$ cat config.mk
export PLATFORM = sky130hd
export DESIGN_NAME = key_search_ctrl
export DESIGN_NICKNAME = d
export VERILOG_FILES = /design/src/rtl/rc4_pkg.sv /design/src/rtl/attempt_watchdog.sv /design/src/rtl/key_search_ctrl.sv
export SDC_FILE = /design/constraint.sdc
export NUM_CORES = 1
export LEC_CHECK = 0
export CAP_MARGIN = 0
export CORE_AREA = 2 2 101 103
export CTS_CLUSTER_SIZE = 8
export DETAILED_ROUTE_END_ITERATION = 7
export DIE_AREA = 0 0 103 105
export PLACE_DENSITY = 0.88
export SYNTH_ARGS = -nofsm -noshare
export SYNTH_HDL_FRONTEND = slang
export SYNTH_SLANG_ARGS = --single-unit
export TNS_END_PERCENT = 20
$ cat constraint.sdc
create_clock -name CLOCK_50 -period 7.2 [get_ports CLOCK_50]
set_input_delay 1.8 -clock CLOCK_50 [delete_from_list [all_inputs] [get_ports CLOCK_50]]
set_output_delay 1.8 -clock CLOCK_50 [all_outputs]
set_load 0.02 [all_outputs]
$ cat src/rtl/rc4_pkg.sv
// Shared definitions for the RC4 key-search controller and its decryption sub-core.
package rc4_pkg;

    localparam int unsigned KEY_W   = 24;
    localparam int unsigned MSG_LEN = 32;

    typedef enum logic [2:0] {
        IDLE,
        RST,
        LAUNCH,
        WAIT,
        CHECK,
        DONE
    } state_e;

endpackage

$ cat src/rtl/attempt_watchdog.sv
// Clearable saturating cycle counter; tc_o flags the TIMEOUT_CYCLES-th enabled cycle since clear.
module attempt_watchdog #(
    parameter int unsigned TIMEOUT_CYCLES = 16384
) (
    input  logic clk_i,
    input  logic rst_i,
    input  logic clr_i,
    input  logic en_i,
    output logic tc_o
);

    localparam int unsigned   CW   = $clog2(TIMEOUT_CYCLES + 1);
    localparam logic [CW-1:0] LAST = CW'(TIMEOUT_CYCLES - 1);

    logic [CW-1:0] cnt_q, cnt_d;

    assign tc_o = (cnt_q >= LAST);

    always_comb begin
        cnt_d = cnt_q;
        if (clr_i) begin
            cnt_d = '0;
        end else if (en_i && !tc_o) begin
            cnt_d = cnt_q + CW'(1);
        end
    end

    always_ff @(posedge clk_i) begin
        if (rst_i) begin
            cnt_q <= '0;
        end else begin
            cnt_q <= cnt_d;
        end
    end

endmodule

$ cat src/rtl/key_search_ctrl.sv
// Walks KEY_START..KEY_END in KEY_STEP strides, running one RC4 sub-core attempt per candidate
// and latching the first key the core reports as found.
module key_search_ctrl
    import rc4_pkg::*;
#(
    parameter logic [KEY_W-1:0] KEY_START      = 24'h000000,
    parameter logic [KEY_W-1:0] KEY_END        = 24'h3FFFFF,
    parameter logic [KEY_W-1:0] KEY_STEP       = 24'd1,
    parameter int unsigned      RESET_CYCLES   = 2,
    parameter int unsigned      TIMEOUT_CYCLES = 16384
) (
    input  logic             CLOCK_50,
    input  logic             reset,
    input  logic             go,
    input  logic             stop,
    output logic             core_reset,
    output logic             core_start,
    output logic [KEY_W-1:0] core_key,
    input  logic             core_start_done,
    input  logic             core_finish,
    input  logic             core_keyfound,
    output logic             busy,
    output logic             done,
    output logic             found,
    output logic [KEY_W-1:0] found_key,
    output logic             timeout_err,
    output logic [KEY_W-1:0] attempts
);

    localparam logic [3:0] RST_LAST = 4'(RESET_CYCLES - 1);

    state_e           state_q, state_d;
    logic             core_reset_q, core_reset_d;
    logic             core_start_q, core_start_d;
    logic [KEY_W-1:0] core_key_q, core_key_d;
    logic             busy_q, busy_d;
    logic             done_q, done_d;
    logic             found_q, found_d;
    logic [KEY_W-1:0] found_key_q, found_key_d;
    logic             timeout_err_q, timeout_err_d;
    logic [KEY_W-1:0] attempts_q, attempts_d;
    logic [3:0]       rst_cnt_q, rst_cnt_d;
    logic             keyfound_q, keyfound_d;

    logic             wd_clr, wd_en, wd_tc;
    logic             to_done;
    logic [KEY_W:0]   next_key;

    // Carry into bit KEY_W means the stride ran past the top of the key space.
    assign next_key = {1'b0, core_key_q} + {1'b0, KEY_STEP};

    attempt_watchdog #(
        .TIMEOUT_CYCLES(TIMEOUT_CYCLES)
    ) u_watchdog (
        .clk_i (CLOCK_50),
        .rst_i (reset),
        .clr_i (wd_clr),
        .en_i  (wd_en),
        .tc_o  (wd_tc)
    );

    always_comb begin
        state_d       = state_q;
        core_reset_d  = core_reset_q;
        core_start_d  = core_start_q;
        core_key_d    = core_key_q;
        busy_d        = busy_q;
        done_d        = done_q;
        found_d       = found_q;
        found_key_d   = found_key_q;
        timeout_err_d = timeout_err_q;
        attempts_d    = attempts_q;
        rst_cnt_d     = rst_cnt_q;
        keyfound_d    = keyfound_q;
        wd_clr        = 1'b0;
        wd_en         = 1'b0;
        to_done       = 1'b0;

        case (state_q)
            IDLE, DONE: begin
                if (go) begin
                    state_d       = RST;
                    core_key_d    = KEY_START;
                    attempts_d    = '0;
                    found_d       = 1'b0;
                    timeout_err_d = 1'b0;
                    done_d        = 1'b0;
                    busy_d        = 1'b1;
                    core_reset_d  = 1'b1;
                    rst_cnt_d     = '0;
                end
            end
            RST: begin
                if (stop) begin
                    to_done = 1'b1;
                end else if (rst_cnt_q == RST_LAST) begin
                    state_d      = LAUNCH;
                    core_reset_d = 1'b0;
                    core_start_d = 1'b1;
                    wd_clr       = 1'b1;
                end else begin
                    rst_cnt_d = rst_cnt_q + 4'd1;
                end
            end
            LAUNCH: begin
                wd_en = 1'b1;
                if (stop) begin
                    to_done = 1'b1;
                end else if (core_start_done) begin
                    state_d      = WAIT;
                    core_start_d = 1'b0;
                    wd_clr       = 1'b1;
                end else if (wd_tc) begin
                    timeout_err_d = 1'b1;
                    to_done       = 1'b1;
                end
            end
            WAIT: begin
                wd_en = 1'b1;
                if (stop) begin
                    to_done = 1'b1;
                end else if (core_finish) begin
                    state_d    = CHECK;
                    keyfound_d = core_keyfound;
                end else if (wd_tc) begin
                    timeout_err_d = 1'b1;
                    to_done       = 1'b1;
                end
            end
            CHECK: begin
                attempts_d = attempts_q + 24'd1;
                if (keyfound_q) begin
                    found_d     = 1'b1;
                    found_key_d = core_key_q;
                    to_done     = 1'b1;
                end else if (stop || (next_key > {1'b0, KEY_END})) begin
                    to_done = 1'b1;
                end else begin
                    state_d      = RST;
                    core_key_d   = next_key[KEY_W-1:0];
                    core_reset_d = 1'b1;
                    rst_cnt_d    = '0;
                end
            end
            default: begin
                to_done = 1'b1;
            end
        endcase

        if (to_done) begin
            state_d      = DONE;
            busy_d       = 1'b0;
            done_d       = 1'b1;
            core_reset_d = 1'b1;
            core_start_d = 1'b0;
        end
    end

    always_ff @(posedge CLOCK_50) begin
        if (reset) begin
            state_q       <= IDLE;
            core_reset_q  <= 1'b1;
            core_start_q  <= 1'b0;
            core_key_q    <= KEY_START;
            busy_q        <= 1'b0;
            done_q        <= 1'b0;
            found_q       <= 1'b0;
            found_key_q   <= '0;
            timeout_err_q <= 1'b0;
            attempts_q    <= '0;
            rst_cnt_q     <= '0;
            keyfound_q    <= 1'b0;
        end else begin
            state_q       <= state_d;
            core_reset_q  <= core_reset_d;
            core_start_q  <= core_start_d;
            core_key_q    <= core_key_d;
            busy_q        <= busy_d;
            done_q        <= done_d;
            found_q       <= found_d;
            found_key_q   <= found_key_d;
            timeout_err_q <= timeout_err_d;
            attempts_q    <= attempts_d;
            rst_cnt_q     <= rst_cnt_d;
            keyfound_q    <= keyfound_d;
        end
    end

    assign core_reset  = core_reset_q;
    assign core_start  = core_start_q;
    assign core_key    = core_key_q;
    assign busy        = busy_q;
    assign done        = done_q;
    assign found       = found_q;
    assign found_key   = found_key_q;
    assign timeout_err = timeout_err_q;
    assign attempts    = attempts_q;

endmodule

# After elaboration in Yosys (flattened, before gate mapping)
# Index checks and enable logic that the tools add are counted.
dict set report op_classes {
  n_eq_ne 28
  bitwise 1
  n_reduce_logical 29
  n_lt_le_gt_ge 2
  add_sub_neg 4
  mux 59
}
# operator n
set op_table {}
lappend op_table {{24-bit case mux with 2 select lines} 2}
lappend op_table {{24-bit 2-to-1 mux} 3}
lappend op_table {{1-bit 2-to-1 mux} 31}
lappend op_table {{3-bit 2-to-1 mux} 10}
lappend op_table {{3-bit != test, second input constant} 9}
lappend op_table {{2-bit != test, second input constant} 13}
lappend op_table {{24-bit by 1-bit adder with 25-bit output, second input constant} 1}
lappend op_table {{25-bit by 22-bit > comparator with 1-bit output, second input constant} 1}
lappend op_table {{24-bit by 1-bit adder with 24-bit output, second input constant} 1}
lappend op_table {{4-bit 2-to-1 mux} 5}
lappend op_table {{10-bit AND reduction} 2}
lappend op_table {{6-bit AND reduction} 3}
lappend op_table {{15-bit by 1-bit adder with 15-bit output, second input constant} 1}
lappend op_table {{15-bit by 14-bit greater-or-equal comparator with 1-bit output, second input constant} 1}
lappend op_table {{3-bit case mux with 5 select lines} 1}
lappend op_table {{4-bit case mux with 3 select lines} 1}
lappend op_table {{2-bit AND reduction} 4}
lappend op_table {{2-bit nonzero test} 4}
lappend op_table {{2-bit OR reduction} 4}
lappend op_table {{3-bit by 2-bit == test with 1-bit output, second input constant} 2}
lappend op_table {{3-bit == test, second input constant} 2}
lappend op_table {{1-bit case mux with 2 select lines} 3}
lappend op_table {{1-bit case mux with 3 select lines} 2}
lappend op_table {{3-bit AND reduction} 2}
lappend op_table {{other kinds (14)} 15}
dict set report totals {
  word_cells 137
  register_bits 101
}

# Longest topological paths before layout
# Gate-level depths: netlist (run 1).
dict set report depth {
  depth_word 8
  mapped_depth 10
  ltp_nobuf 9
}

# By module
# From an unflattened synthesis (run 1), not the netlist that was laid out.
dict set report hier_totals {
  hier_cells 673
  area_unflattened_um2 5387.7
}
# module area_per_inst_um2 seq_area_each_um2 instances cells_per_inst
set modules_own_cells {}
lappend modules_own_cells {key_search_ctrl 4521.8 1721.7 1 577}
lappend modules_own_cells {attempt_watchdog 865.8 300.3 1 96}

# Worst setup path before layout (run 1)
# Ideal clock, no wire load.
dict set report synth_path {
  path_type {input -> register}
  startpoint {in stop}
  endpoint {reg core_key_q[11], in the netlist core_key[11]}
  slack_ns 3.851
  t_required_ns 7.099
  stages 6
  setup_time_ns 0.101
  t_arrival_ns 3.248
  n_path_buf 1
  cell_sequence {clkbuf_1 > or3_1 > a21o_1 > nor2_1 > nand2_1 > o41ai_1}
}
dict set report synth_between {
  elab_chain_len 3
}
# item line
set synth_rtl {}
lappend synth_rtl {{start: declaration} key_search_ctrl.sv:15} ;# input logic stop,
lappend synth_rtl {{1-bit logical OR} key_search_ctrl.sv:136} ;# end else if (stop || (next_key > {1'b0, KEY_END})) begin
lappend synth_rtl {{2-bit != test (no line)} --}
lappend synth_rtl {{4-bit AND reduction (no line)} --}
lappend synth_rtl {{end signal: assignment} key_search_ctrl.sv:177} ;# core_key_q <= core_key_d;
lappend synth_rtl {{end: declaration} key_search_ctrl.sv:35} ;# logic [KEY_W-1:0] core_key_q, core_key_d;
# No other way between the ends.
# A chain may end at the register's enable or synchronous reset.

# Final worst setup path (run 1)
dict set report layout_path {
  startpoint {in stop}
  endpoint {reg core_key_q[8], in the netlist core_key[8]}
}
# Same word-level chain as after synthesis.

==> results.txt, run 1 <==
Status: finished clean
Simple-gate share of the synthesized area: 29.15%
# setup viols final: 0
Setup TNS: 0 ps
VDD IR-drop max: 0.0001680 V
Seq/Total Area, Yosys: 38.59%
Die H: 105 um
WL final: 13.78 mm
Vias per inst: 6.082
Worst path max stage delay: 920 ps
Max_slew headroom: 15.49%
Buffers on Ports: 84
Post CTS Setup Buffer Count: 0
R2R cell count: 8
Vias in the first global route: 4804
FF+latch count, synth: 101
Starting Density: 54.36%
Nets: 738
Gr ovfl total: 0
Synth-to-Final Area Change: 19.56%
Mux share of post-synthesis cell area: 1.003%
Final Hold Vio Count: 0
Filler Cells Inserted: 868
Tot Pwr: 1.409 mW
Slew at the pin closest to its max-slew limit: 1268 ps
# DRC: 0
DP Area: 6050 um^2
Xor and xnor fraction of the mapped netlist area: 2.173%
Leak: 2.025 nW
Skew final: 7.318 ps
Synth Area in Compound Gates: 22.18%
Final slew viol count: 0
Mean Syn Cell Area: 7.775 um^2
Ports: 85
Combinational family with the most area after synthesis: simple AND/OR/NAND/NOR gates
Critical path depth: 6
Cells taking the most area after synthesis: dfxtp_1 (39%), a21oi_1 (7.2%), nand2_1 (5.7%), nor2_1 (5.7%), o21ai_0 (3.6%)
Core Box Area: 9639 um^2
Clk buf depth: 2
CTS tree: done
Critical path capture point type: flop
Crit path kind: in2reg
Yosys warnings: 0
Hold Path Stages: 2
Final Cell Area: 6265 um^2
Row count: 36
CTS Root Cell: clkbuf_8
Dominant cell type by area after synthesis: dfxtp_1
Global-route wire length before repair: 22.70 mm
Critical path fanouts, max: 16
Via Count: 5249
Final Cycle Share: 62.08%
RSZ-0062 raised after global routing: no
Critical Path Slowest Stage Cell: nor2_1
Critical path's top delay family: simple AND/OR/NAND/NOR gates
Post-synth top cells: dfxtp_1 (101), nand2_1 (80), nor2_1 (79)
Share of cells above drive strength 1: 4.795%
Worst Setup Start Kind: primary input
Post-CTS Resized: 0
Crit path DAT: 4750 ps
Req. time, crit path: 7480 ps
Die width: 103 um
CTS Buf Count: 9
Mapped cell area: 5240 um^2
CTS sink count: 101
Dpl hpwl: 9.313 mm
Htree depth: 3
Post-Synth Adder-Cell Area: 1.433%
Pwr Density: 224.9 nW/um^2
Post-synth EDFFs: 0
Placer Congestion: 0.9105
Post-synthesis async set-or-reset flop share: 0%
Skew-Pair Late Insertion Delay: 380 ps
Syn_nets: 687
Die ar.: 10820 um^2
Dominant synthesized flop cell: dfxtp_1
Post-Syn Instances: 674
Pre-Repair DR Iteration Count: 5
HP Class: reg2reg
Antenna violations before repair: 0
Bufs and invs on worst path: 1
GRT Overall Usage: 25.56%
Maximum number of pins on one net before global-route repair: 87
Most common cell in the synthesized netlist: dfxtp_1
Cells along the critical path: clkdlybuf4s50_1 > or3_1 > a21o_1 > nor2_1 > nand2_1 > o41ai_1
Iter 0 DRT Violations: 356
Fmax: 223.7 MHz
Cell variety after synth: 72
Routed Antenna Nets: 0
Share of the synthesized area in the top cell type: 38.59%
Antenna Cells: 0
Final worst path period need: 4469 ps
WL/cell: 15.96 um
Number of max-cap violations: 0
Reg clk slew, reported paths: 100 ps
Cts hold-fix bufs: 0
==> layout make-up <==
| type | count | area [um^2] | share of cell area (%) |
|---|---|---|---|
| inverters | 19 | 71.32 | 1.138 |
| repair buffers | 87 | 858.3 | 13.70 |
| well taps | 133 | 166.4 | 2.656 |
| clock buffers | 10 | 127.6 | 2.037 |
| clock inverters | 6 | 87.58 | 1.398 |
| multi-input cells | 507 | 2932 | 46.79 |
| flip-flops and latches | 101 | 2022 | 32.27 |
==> placed cells by master, fill, tap and decap left out, types with 8 or more instances in the layout <==
cell	synthesis	layout
nor4_1	8	8
nand2_1	80	80
clkbuf_8	0	9
nand3_1	23	23
or3_1	8	8
dfxtp_1	101	101
nand4_1	19	19
clkdlybuf4s50_1	0	83
a21oi_1	75	75
nand4b_1	13	13
o21ai_0	38	38
nor2_1	79	79
inv_1	19	19
nor3_1	13	13
xor2_1	10	10
and3_1	14	14
==> worst reg2reg max path, cell delays in order (launching register included) <==
cell       delay (ps)
dfxtp_1           560
ha_1              460
nand3_2           220
nor4_2            660
o2111ai_1         340
a21o_1            340
nor2_1            920
nand2_1           380
o41ai_1           410
==> registers in the layout, summed over array words and instances (netlist names) <==
register and cells:
attempts 24, busy 1, core_key 24, core_reset 1
core_start 1, done 1, found 1, found_key 24
keyfound_q 1, rst_cnt_q 4, state_q 3, timeout_err 1
u_watchdog.cnt_q 15
==> routing by layer <==
layer | global-route usage [%] | vias up | wire, um
met4 | 9.868 | 0 | 279
li1 | - | 2544 | -
met2 | 42.63 | 237 | 6713
met5 | 0 | - | 0
met1 | 32.97 | 2441 | 5907
met3 | 3.545 | 27 | 875
==> through the flow <==
stage               utilization (%)  hold WS (ps)  setup slack (ps)  std cells
finish                        64.99         456.6              2731        863
detailed placement            62.76         441.8              2453        847
global placement              62.76         427.7              2605        847
CTS                           64.99         456.0              2855        863
floorplan                         -         421.0              3851        674
global route                  64.99         472.7              2568        863
==> cell families after synthesis <==
kind of cell	after synthesis
compound gates	184
xor+xnor	13
fa+ha+maj	6
buf+inv	66
flops	101
mux	5
simple gates	299
==> path summary, 6_finish.rpt <==
kind	start	slack (ps)	end
setup reg to reg	core_key[1]	2810	core_key[8]
setup / recovery	stop	2730	core_key[8]
hold reg to reg	found_key[3]	460	found_key[3]
hold / removal	found_key[3]	460	found_key[3]
==> power by group <==
part	total, mW	switching (mW)	leakage, nW	internal [mW]
clock	0.397	0.202	0.0985	0.195
combinational	0.380	0.245	1.11	0.135
sequential	0.632	0.0479	0.815	0.585
total	1.41	0.495	2.02	0.914
No activity file was read; power rests on OpenSTA's default activity.
==> run 2, diff against run 1 <==
--- a/config.mk
+++ b/config.mk
@@ -6,11 +6,11 @@
 export NUM_CORES = 1
 export LEC_CHECK = 0
 export CAP_MARGIN = 0
-export CORE_AREA = 2 2 101 103
+export CORE_AREA = 2 2 102 104
 export CTS_CLUSTER_SIZE = 8
 export DETAILED_ROUTE_END_ITERATION = 7
-export DIE_AREA = 0 0 103 105
-export PLACE_DENSITY = 0.88
+export DIE_AREA = 0 0 104 106
+export PLACE_DENSITY = 0.86
 export SYNTH_ARGS = -nofsm -noshare
 export SYNTH_HDL_FRONTEND = slang
 export SYNTH_SLANG_ARGS = --single-unit
==> constraint.sdc (replaced) <==
create_clock -name CLOCK_50 -period 4.28 [get_ports CLOCK_50]
set_input_delay 1.07 -clock CLOCK_50 [delete_from_list [all_inputs] [get_ports CLOCK_50]]
set_output_delay 1.07 -clock CLOCK_50 [all_outputs]
set_load 0.02 [all_outputs]
==> run 2 against run 1 <==
Net effect: total power up 67%; combinational power grew 74%; final cell count up 0.93%; critical path type is now reg2reg; highest routed layer unchanged.
==> results.txt, run 2 (synthesis results as in run 1) <==
Status: finished clean
Vias per inst: 6.098 (+0.25%)
# setup viols final: 0 (unchanged)
# DRC: 0 (unchanged)
Filler Cells Inserted: 887 (+2.2%)
Dpl hpwl: 9.952 mm (+6.9%)
Slew at the pin closest to its max-slew limit: 887.1 ps (-380.5 ps)
Critical path fanouts, max: 11 (-5)
Bufs and invs on worst path: 0 (-1)
Final core utilization: 62.95% (-2.0 points)
Core Box Area: 10000 um^2 (+3.7%)
WL final: 14.35 mm (+4.2%)
Pre-Repair DR Iteration Count: 5 (unchanged)
Routed Antenna Nets: 0 (unchanged)
Final Hold Vio Count: 0 (unchanged)
Worst path max stage delay: 560 ps (-360 ps)
Cts hold-fix bufs: 0 (unchanged)
Crit path DAT: 3650 ps (-1100 ps)
CTS Root Cell: clkbuf_8
Leak: 2.052 nW (+1.3%)
Iter 0 DRT Violations: 296 (-17%)
Die H: 106 um (+0.95%)
Critical path capture point type: flop
Die width: 104 um (+0.97%)
WL/cell: 16.48 um (+3.2%)
Max_slew headroom: 40.50% (+25 points)
Final non-filler cell total: 871 (+0.93%)
Antenna Cells: 0 (unchanged)
Area of the multi-input gates: 2932 um^2 (unchanged)
HP Class: reg2reg
Nets: 743 (+0.68%)
CP Capture Point: core_key[8]
VDD IR-drop max: 0.0003834 V (+130%)
CTS tree: done
RSZ-0062 raised after global routing: no
Via Count: 5311 (+1.2%)
Maximum number of pins on one net before global-route repair: 39 (-55%)
Number of max-cap violations: 0 (unchanged)
Worst setup path start: core_key[1]
R2R Path End: core_key[8]
Row count: 37 (+2.8%)
Antenna violations before repair: 0 (unchanged)
Skew final: 12.89 ps (+5.575 ps)
CTS Buf Count: 9 (unchanged)
Post-CTS Resized: 0 (unchanged)
Reg clk slew, reported paths: 100 ps (about the same)
Pwr Density: 374.8 nW/um^2 (+67%)
Global-route wire length before repair: 23.96 mm (+5.6%)
Skew-Pair Late Insertion Delay: 380 ps (about the same)
Buffers on Ports: 84 (unchanged)
Critical path depth: 8 (+2)
Worst Setup Start Kind: flop
Synth-to-Final Area Change: 20.13%
Cells after DPL: 855 (+0.94%)
Final slew viol count: 0 (unchanged)
R2R Setup Slk: 900 ps (-1910 ps)
CTS sink count: 101 (unchanged)
Critical path's top delay family: simple AND/OR/NAND/NOR gates
Starting Density: 52.40% (-2.0 points)
Htree depth: 3 (unchanged)
Final worst path period need: 3377 ps
R2R cell count: 8 (unchanged)
Placer Congestion: 0.9121 (+0.18%)
Gr ovfl total: 0 (unchanged)
Fmax: 296.2 MHz
Req. time, crit path: 4550 ps (-2930 ps)
Commonest non-fill, non-tap cells in the layout: dfxtp_1 (101), clkdlybuf4s50_1 (83), nand2_1 (80)
Critical Path Slowest Stage Cell: nor4_2
Clk buf depth: 2 (unchanged)
GRT Overall Usage: 26.04% (+0.48 points)
Crit path kind: reg2reg
Ports: 85 (unchanged)
Leading cell type in the layout, fill and taps excluded: dfxtp_1
Setup TNS: 0 ps (unchanged)
Final Cycle Share: 78.89%
Die ar.: 11020 um^2 (+1.9%)
Cells along the critical path: ha_1 > nand3_2 > nor4_2 > o2111ai_1 > a21o_1 > nor2_1 > nand2_1 > o41ai_1
Vias in the first global route: 5009 (+4.3%)
Reg area: 2022 um^2 (unchanged)
R2r startpoint: core_key[1]
Post CTS Setup Buffer Count: 0 (unchanged)
Share of cells above drive strength 1: 5.578% (+0.78 points)
run 2: worst min-delay path by stage:
stage / from / end / cells past startpoint
2_1_floorplan: u_watchdog.cnt_q[14] / u_watchdog.cnt_q[14] / 2
3_3_place_gp: u_watchdog.cnt_q[14] / u_watchdog.cnt_q[14] / 2
3_5_place_dp: u_watchdog.cnt_q[14] / u_watchdog.cnt_q[14] / 2
4_1_cts: u_watchdog.cnt_q[14] / u_watchdog.cnt_q[14] / 2
5_1_grt: u_watchdog.cnt_q[14] / u_watchdog.cnt_q[14] / 2
6_report: found_key[17] / found_key[17] / 2
run 2: layout make-up:
| cell class | instances | area share, % |
|---|---|---|
| multi-input combinational | 507 | 46.57 |
| sequential | 101 | 32.12 |
| timing repair buffer | 92 | 14.23 |
| tap | 136 | 2.703 |
| clock buffer | 9 | 1.968 |
| clock inverter | 7 | 1.272 |
| inverter | 19 | 1.133 |
run 2: power by group:
group | total (mW) | internal, mW | switching, mW | leakage (nW)
clock network | 0.633 | 0.279 | 0.354 | 0.102
logic | 0.662 | 0.236 | 0.425 | 1.13
registers | 1.06 | 0.983 | 0.0809 | 0.815
total | 2.36 | 1.50 | 0.861 | 2.05
run 2: per-stage QoR:
step | total power [mW] | area [um^2] | setup slack [ps] | hold WS (ps)
floorplan | 1.552 | 5240 | 1529 | 421.0
global placement | 1.699 | 6091 | 1033 | 430.6
detailed placement | 1.731 | 6091 | 913.8 | 444.4
CTS | 2.361 | 6295 | 959.8 | 458.0
global route | 2.491 | 6295 | 635.6 | 471.9
finish | 2.359 | 6295 | 903.5 | 458.0
run 2: layer usage:
layer / GRT usage, % / vias to the layer above / routed length (um)
li1: - / 2549 / -
met1: 33.35 / 2544 / 6154
met2: 44.88 / 197 / 7047
met3: 4.844 / 21 / 926
met4: 7.625 / 0 / 222
met5: 0 / - / 0
run 2: tightest hold or removal path, delay by kind of cell, from the launching register on:
kind | cells | cell delay, ps
AOI/OAI and AO/OA | 1 | 50
DFF | 1 | 320
and+or+nand+nor | 1 | 50
==> run 3, diff against run 2 <==
--- a/config.mk
+++ b/config.mk
@@ -6,11 +6,11 @@
 export NUM_CORES = 1
 export LEC_CHECK = 0
 export CAP_MARGIN = 0
-export CORE_AREA = 2 2 102 104
+export CORE_AREA = 2 2 107 109
 export CTS_CLUSTER_SIZE = 8
 export DETAILED_ROUTE_END_ITERATION = 7
-export DIE_AREA = 0 0 104 106
-export PLACE_DENSITY = 0.86
+export DIE_AREA = 0 0 109 111
+export PLACE_DENSITY = 0.83
 export SYNTH_ARGS = -nofsm -noshare
 export SYNTH_HDL_FRONTEND = slang
 export SYNTH_SLANG_ARGS = --single-unit
==> constraint.sdc (replaced) <==
create_clock -name CLOCK_50 -period 2.7 [get_ports CLOCK_50]
set_input_delay 0.675 -clock CLOCK_50 [delete_from_list [all_inputs] [get_ports CLOCK_50]]
set_output_delay 0.675 -clock CLOCK_50 [all_outputs]
set_load 0.02 [all_outputs]
==> run 3 against run 2 <==
Net effect: register-to-register slack lost 850 ps; non-clock buffer count grew 50; utilization shrank 0.76 points; wire length grew 11%; first-iteration DRC count grew 29%; maximum frequency grew 28%; clock-buffer cell count grew 3; critical path type unchanged.
==> results.txt, run 3 (synthesis results as in run 1) <==
Worst Setup Start Kind: flop
Die width: 109 um (+4.8%)
VDD IR-drop max: 0.0005001 V (+30%)
Routed Antenna Nets: 0 (unchanged)
Commonest non-fill, non-tap cells in the layout: dfxtp_1 (90), clkdlybuf4s50_1 (83), nor2_1 (79), nand2_1 (79), a21oi_1 (74)
Final Cycle Share: 97.97% (+19 points)
Via Count: 5584 (+5.1%)
# DRC: 0 (unchanged)
Worst path max stage delay: 590 ps (+30 ps)
Crit path kind: reg2reg
Reg clk slew, reported paths: 70 ps (-30 ps)
Leak: 2.351 nW (+15%)
Starting Density: 47.31% (-5.1 points)
Status: finished clean
Synth-to-Final Area Change: 31.47%
WL final: 15.97 mm (+11%)
# setup viols final: 0 (unchanged)
HP Class: reg2reg
Number of max-cap violations: 0 (unchanged)
Final Hold Vio Count: 0 (unchanged)
Cells along the critical path: nand4_1 > or4_4 > or3_4 > a211oi_4 > o2111ai_4 > buf_6 > buf_4 > nand4b_1 > a21oi_1
Die ar.: 12100 um^2 (+9.8%)
PnR worst setup slack: 54.75 ps (-848.7 ps)
CTS Root Cell: clkbuf_16
Vias in the first global route: 5343 (+6.7%)
Cts hold-fix bufs: 0 (unchanged)
Nets: 793 (+6.7%)
Final worst path period need: 2645 ps (-731.3 ps)
Clk buf depth: 2 (unchanged)
Dpl hpwl: 11.05 mm (+11%)
Placer Congestion: 0.9316 (+2.1%)
Antenna violations before repair: 0 (unchanged)
Leading cell type in the layout, fill and taps excluded: dfxtp_1
GRT Overall Usage: 26.48% (+0.44 points)
WL/cell: 17.21 um (+4.4%)
Antenna Cells: 0 (unchanged)
Maximum number of pins on one net before global-route repair: 41 (+5.1%)
Pre-Repair DR Iteration Count: 6 (+1)
CTS tree: done
Row count: 39 (+5.4%)
Vias per inst: 6.017 (-1.3%)
Filler Cells Inserted: 941 (+6.1%)
Critical Path Slowest Stage Cell: or4_4
Final core utilization: 62.19% (-0.76 points)
Final slew viol count: 0 (unchanged)
Final non-filler cell total: 928 (+6.5%)
Ports: 85 (unchanged)
Req. time, crit path: 2940 ps (-1610 ps)
Max_slew headroom: 43.42% (+2.9 points)
CTS Buf Count: 9 (unchanged)
Gr ovfl total: 0 (unchanged)
Skew-Pair Late Insertion Delay: 350 ps (-30 ps)
Critical path capture point type: flop
Pre-CTS setup slack: 34.29 ps (-879.5 ps)
Setup TNS: 0 ps (unchanged)
Crit path DAT: 2880 ps (-770 ps)
Iter 0 DRT Violations: 382 (+29%)
Core Box Area: 11080 um^2 (+11%)
Global-route wire length before repair: 25.56 mm (+6.7%)
Die H: 111 um (+4.7%)
CTS sink count: 101 (unchanged)
Pwr Density: 602.7 nW/um^2 (+61%)
Skew final: 5.952 ps (-6.942 ps)
Htree depth: 3 (unchanged)
Fmax: 378.0 MHz (+28%)
Share of cells above drive strength 1: 14.39% (+8.8 points)
Cells after DPL: 908 (+6.2%)
Buffers on Ports: 84 (unchanged)
Critical path fanouts, max: 6 (-5)
Slew at the pin closest to its max-slew limit: 846.7 ps (-40.44 ps)
-- run 3: changes by cell type in the layout (fill, tap and decap cells not counted), moves of 5 or more --
cell	before	now
clkbuf_8	9	2
buf_4	8	52
clkbuf_16	0	9
dfxtp_1	101	90
buf_6	0	5
dfxtp_2	0	10
-- run 3: worst paths after layout --
check	start	endpoint	slack (ps)	cells past startpoint
worst min-delay path	found_key[20]	found_key[20]	450	2
worst max register to register	core_key[9]	core_key[5]	50	9
worst min register to register	found_key[20]	found_key[20]	450	2
worst max-delay path	core_key[9]	core_key[5]	50	9
-- run 3: timing repair --
| item | CTS | global route |
|---|---|---|
| setup endpoints to repair | 0 | 34 |
| setup buffers | 0 | 4 |
| resized for setup | 0 | 31 |
-- run 3: area by class of cell --
type	count	area (um^2)	area share, %
Multi-Input combinational cell	507	3019	43.82
Sequential cell	101	2038	29.59
Timing Repair Buffer	142	1303	18.91
Clock buffer	12	256.5	3.723
Tap cell	143	178.9	2.597
Inverter	19	71.32	1.035
Clock inverter	4	22.52	0.3269
-- run 3: critical path, delay by kind of cell (launching register included) --
kind                   cells  cell delay [ps]
DFF                        1              370
AOI/OAI and AO/OA          3              610
buffers and inverters      2              320
and+or+nand+nor            4             1230
-- run 3: power breakdown --
| part | leakage (nW) | internal, mW | switching, mW |
|---|---|---|---|
| Sequential | 0.821 | 1.56 | 0.0672 |
| Combinational | 1.39 | 0.484 | 0.804 |
| Clock | 0.138 | 0.671 | 0.566 |
| Total | 2.35 | 2.71 | 1.44 |
-- run 3: stage by stage --
step	cell area (um^2)	power, mW	hold slack, ps
after CTS	6739	4.114	456.1
after floorplan	5243	2.461	421.0
after global placement	6460	2.842	432.2
after global routing	6889	4.349	474.5
final	6889	4.152	452.7
after detailed placement	6460	2.886	447.1
-- run 3: layer usage --
layer | vias up | part of all wire, % | GRT usage [%]
met4 | 0 | 2.9 | 12.39
met2 | 248 | 49 | 43.52
met5 | - | 0 | 0
li1 | 2652 | - | -
met1 | 2638 | 41 | 33.85
met3 | 46 | 6.5 | 3.762
